$ cat src/rtl/fetch_queue.sv
// Instruction fetch queue between IF and ID: circular buffer of (pc, instr) entries with flush.
// Optional fetch address exceptions are enabled by defining FETCH_EXC_EN.
module fetch_queue #(
  parameter int          DEPTH    = 4,
  parameter logic [31:0] PC_RESET = 32'h0000_3000,
  parameter logic [31:0] ADDR_LO  = 32'h0000_3000,
  parameter logic [31:0] ADDR_HI  = 32'h0000_6FFC
) (
  input  logic                     clk,
  input  logic                     reset,
  input  logic                     flush,
  input  logic                     push_valid,
  output logic                     push_ready,
  input  logic [31:0]              push_pc,
  input  logic [31:0]              push_instr,
  output logic                     pop_valid,
  input  logic                     pop_ready,
  output logic [31:0]              pop_pc,
  output logic [31:0]              pop_instr,
  output logic [4:0]               pop_exc,
  output logic [$clog2(DEPTH):0]   count
);

  localparam int AW = $clog2(DEPTH);
  localparam int CW = AW + 1;
  localparam logic [CW-1:0] FULL = CW'(DEPTH);

  logic [AW-1:0] head_q, head_d;
  logic [AW-1:0] tail_q, tail_d;
  logic [CW-1:0] count_q, count_d;

  logic [31:0] pc_mem    [DEPTH];
  logic [31:0] instr_mem [DEPTH];

  logic        push_fire;
  logic        pop_fire;
  logic        addr_bad;
  logic [31:0] store_instr;

  assign addr_bad = (push_pc[1:0] != 2'b00) || (push_pc < ADDR_LO) || (push_pc > ADDR_HI);

`ifdef FETCH_EXC_EN
  logic [4:0] exc_mem [DEPTH];
  logic [4:0] push_exc;

  // A faulting fetch is carried to decode as a nop tagged with AdEL.
  assign push_exc    = addr_bad ? 5'd4 : 5'd0;
  assign store_instr = addr_bad ? 32'h0 : push_instr;
  assign pop_exc     = pop_valid ? exc_mem[head_q] : 5'd0;
`else
  logic unused_addr_bad;

  assign unused_addr_bad = addr_bad;
  assign store_instr     = push_instr;
  assign pop_exc         = 5'd0;
`endif

  assign push_ready = (count_q < FULL);
  assign pop_valid  = (count_q != '0);
  assign count      = count_q;
  assign pop_pc     = pop_valid ? pc_mem[head_q]    : PC_RESET;
  assign pop_instr  = pop_valid ? instr_mem[head_q] : 32'h0;

  always_comb begin
    push_fire = push_valid && push_ready && !flush;
    pop_fire  = pop_valid && pop_ready && !flush;
    head_d    = head_q;
    tail_d    = tail_q;
    count_d   = count_q;
    if (flush) begin
      head_d  = '0;
      tail_d  = '0;
      count_d = '0;
    end else begin
      if (push_fire) tail_d = tail_q + AW'(1);
      if (pop_fire)  head_d = head_q + AW'(1);
      case ({push_fire, pop_fire})
        2'b10:   count_d = count_q + CW'(1);
        2'b01:   count_d = count_q - CW'(1);
        default: count_d = count_q;
      endcase
    end
  end

  always_ff @(posedge clk or posedge reset) begin
    if (reset) begin
      head_q  <= '0;
      tail_q  <= '0;
      count_q <= '0;
    end else begin
      head_q  <= head_d;
      tail_q  <= tail_d;
      count_q <= count_d;
    end
  end

  // Entry payload needs no reset: it is only observed while counted as valid.
  always_ff @(posedge clk) begin
    if (push_fire) begin
      pc_mem[tail_q]    <= push_pc;
      instr_mem[tail_q] <= store_instr;
`ifdef FETCH_EXC_EN
      exc_mem[tail_q]   <= push_exc;
`endif
    end
  end

endmodule

$ cat config.mk
export PLATFORM = sky130hd
export DESIGN_NAME = fetch_queue
export DESIGN_NICKNAME = d
export VERILOG_FILES = /design/src/rtl/fetch_queue.sv
export SDC_FILE = /design/constraint.sdc
export NUM_CORES = 1
export LEC_CHECK = 0
export ABC_AREA = 1
export CAP_MARGIN = 40
export CORE_MARGIN = 2
export CORE_UTILIZATION = 32
export CTS_BUF_LIST = sky130_fd_sc_hd__clkbuf_4 sky130_fd_sc_hd__clkbuf_8 sky130_fd_sc_hd__clkbuf_16
export DETAILED_ROUTE_END_ITERATION = 12
export GPL_ROUTABILITY_DRIVEN = 0
export SLEW_MARGIN = 15
export SYNTH_ARGS = -nofsm -noshare
export SYNTH_HDL_FRONTEND = slang
export SYNTH_SLANG_ARGS = --single-unit
$ cat constraint.sdc
create_clock -name clk -period 8 [get_ports clk]
set_input_delay 1.2 -clock clk [delete_from_list [all_inputs] [get_ports clk]]
set_output_delay 1.2 -clock clk [all_outputs]
set_load 0.005 [all_outputs]
==> flow_metrics.env <==
export IMPL_syn_avg_cell_area_um2=12.6
export IMPL_finalMaxSlewViolations=0
export IMPL_fp_dieH_um=184
export IMPL_finalSetupTns_ns=0
export IMPL_async_flop_share=0.0266
export IMPL_path_clk_slew_ns=0.06
export IMPL_vdd_ir_drop_max_v=0.000147
export IMPL_grt_overflow=0
export IMPL_area_growth_pct=25.7
export IMPL_fin_crit_ns=4.99
export IMPL_crit_type="register to primary output"
export IMPL_gr_usage_all_layers=0.139
export IMPL_boundaryPins=143
export IMPL_hold_path_class="register to register"
export IMPL_postCtsSetupRepairBufs=0
export IMPL_start_kind="register"
export IMPL_nFillCells=2940
export IMPL_start_util=0.327
export IMPL_required_ns=6.80
export IMPL_insertion_delay_ns=0.53
export IMPL_clock_sinks=263
export IMPL_synth_cells=825
export IMPL_setup_viol_count_final=0
export IMPL_cellPowerDensity_nw_per_um2=316
export IMPL_cts_resized=0
export IMPL_total_power_mw=4.13
export IMPL_final_nets=1032
export IMPL_wl_um=23700
export IMPL_via_per_inst=4.74
export IMPL_period_share=0.624
export IMPL_rsz0062_at_grt="false"
export IMPL_ys_flop_type="edfxtp_1"
export IMPL_antennaDiodeCount=0
export IMPL_cts_hold_buf=0
export IMPL_place_hpwl_um=13400
export IMPL_antenna_left=0
export IMPL_max_stage_delay_ns=0.84
export IMPL_ys_types=22
export IMPL_fp_row_count=65
export IMPL_yosys_warnings=0
export IMPL_die_w_um=184
export IMPL_tightest_slew_ns=0.837
export IMPL_drive_gt1_frac=0.0737
export IMPL_clockRootBuffer="clkbuf_16"
export IMPL_first_pass_iters=5
export IMPL_yosysSeqAreaShare=0.757
export IMPL_skew_ns=0.00985
export IMPL_fp_coreArea_um2=31700
export IMPL_max_cap_viol_count=0
export IMPL_endpoint_kind="primary output"
export IMPL_via_count=6531
export IMPL_worstPathArrival_ns=3.79
export IMPL_grt_pass1_vias=6450
export IMPL_post_route_drc_count=0
export IMPL_synth_edf_count=256
export IMPL_ys_ff_latch=263
export IMPL_fp_dieArea_um2=33900
export IMPL_status="complete, no violations"
export IMPL_cts_tree="built"
export IMPL_crit_path_max_fanout=73
export IMPL_antenna_found_initial=0
export IMPL_numCtsBuffers=28
export IMPL_portBuffers=137
export IMPL_drt_iter0_markers=496
export IMPL_slew_headroom=0.442
export IMPL_crit_slowest_cell="dfrtp_4"
export IMPL_crit_chain="clkinv_2, buf_4, o21ai_0, a21oi_1, clkdlybuf4s50_1"
export IMPL_hold_viol=0
export IMPL_power_static_leakage_nw=4.41
export IMPL_syn_area_um2=10400
export IMPL_grt_pass1_wl_um=36500
export IMPL_ctsHtreeMaxLevel=1
export IMPL_wl_per_cell_um=17.2
export IMPL_cts_path_max_buffers=3
export IMPL_grt_max_degree=75
export IMPL_max_freq_mhz=200
==> final timing paths <==
kind                                      end  cells after the start      start  slack [ns]
worst min register to register      tail_q[1]                      1  tail_q[1]        0.56
min in group asynchronous           head_q[0]                      2      reset        0.92
max in group asynchronous           head_q[0]                      2      reset        6.82
worst max-delay path            pop_instr[31]                      5  head_q[0]        3.01
worst min-delay path                tail_q[1]                      1  tail_q[1]        0.56
worst max register to register      head_q[0]                      3  head_q[0]        5.42
==> power by group <==
part           switching (mW)  internal (mW)  leakage, nW
Combinational           0.683          0.589         1.57
Sequential             0.0605           1.63         2.41
Clock                   0.501          0.673        0.422
Total                    1.24           2.89         4.41
==> state kept, by name (all words and copies together) (netlist names) <==
signal / cells
count: 3
head_q: 2
instr_mem: 128
pc_mem: 128
tail_q: 2
==> synth_stat cells, types with 2 or more instances <==
cell type | count | area share
buf_2 | 6 | 0.0029
ha_1 | 4 | 0.0048
o21ai_1 | 3 | 0.0014
buf_1 | 8 | 0.0029
o21ai_0 | 125 | 0.060
nand3_1 | 4 | 0.0019
buf_6 | 2 | 0.0022
inv_2 | 3 | 0.0011
dfrtp_1 | 7 | 0.017
nand2_1 | 26 | 0.0094
inv_1 | 13 | 0.0047
buf_4 | 19 | 0.014
a21oi_1 | 68 | 0.033
edfxtp_1 | 256 | 0.74
clkbuf_1 | 18 | 0.0065
nor2_1 | 257 | 0.093
==> critical path: cells and delay by family, from the launching register on <==
kind	cells	cell delay (ns)
AO/OA/AOI/OAI	2	0.51
buffers and inverters	3	1.85
flip-flops	1	0.84
==> metrics by stage <==
stage	cells	worst slack (ns)	hold WS [ns]	cell area (um^2)	util
5_1_grt	1379	2.75	0.597	13100	0.412
3_5_place_dp	1329	3.52	0.542	12200	0.385
2_1_floorplan	829	3.35	0.513	10400	-
3_3_place_gp	1324	3.56	0.545	12100	0.381
4_1_cts	1378	2.95	0.556	13000	0.411
6_report	1379	3.01	0.556	13100	0.412
==> routing by layer <==
layer  up-vias  share of wire  track usage
met3        38          0.045       0.0229
met1      3170           0.46        0.191
met5         -              0            0
met2       167           0.47        0.230
li1       3156              -            -
met4         0          0.019       0.0330
==> cell type report <==
type / instances / area [um^2] / share of cell area
Clock inverter: 15 / 75.1 / 0.00575
Clock buffer: 34 / 763 / 0.0584
Timing Repair Buffer: 152 / 1570 / 0.121
Inverter: 16 / 61.3 / 0.00469
Sequential cell: 263 / 7870 / 0.602
Multi-Input combinational cell: 497 / 2210 / 0.170
Tap cell: 402 / 503 / 0.0385
==> cells in the final DEF, fill, tap and decap left out <==
| cell | n |
|---|---|
| nor2_4 | 4 |
| nor2_1 | 253 |
| buf_12 | 4 |
| inv_2 | 3 |
| dfrtp_4 | 1 |
| a21oi_2 | 1 |
| conb_1 | 5 |
| clkdlybuf4s50_1 | 137 |
| xnor2_1 | 1 |
| o21ai_0 | 125 |
| clkbuf_16 | 29 |
| edfxtp_1 | 256 |
| dfrtp_2 | 1 |
| clkbuf_4 | 5 |
| dfrtp_1 | 5 |
| a22o_1 | 1 |
| clkinv_1 | 4 |
| buf_16 | 2 |
| nand2_1 | 26 |
| buf_4 | 9 |
| inv_1 | 12 |
| clkinvlp_4 | 2 |
| nand3_1 | 4 |
| clkinv_2 | 10 |
| nand2_2 | 1 |
| a21oi_1 | 68 |
| ha_1 | 4 |
| fa_1 | 1 |
| o21ai_1 | 3 |
==> logic make-up after synthesis <==
logic type,share of synthesized area
AO/OA/AOI/OAI,0.0961
XOR/XNOR,0.000844
adder cells (fa/ha/maj),0.00675
buffers and inverters,0.0340
flip-flops,0.757
other,0.000361
AND/OR/NAND/NOR,0.105
Note: power is estimated with default switching activity, not from simulation.
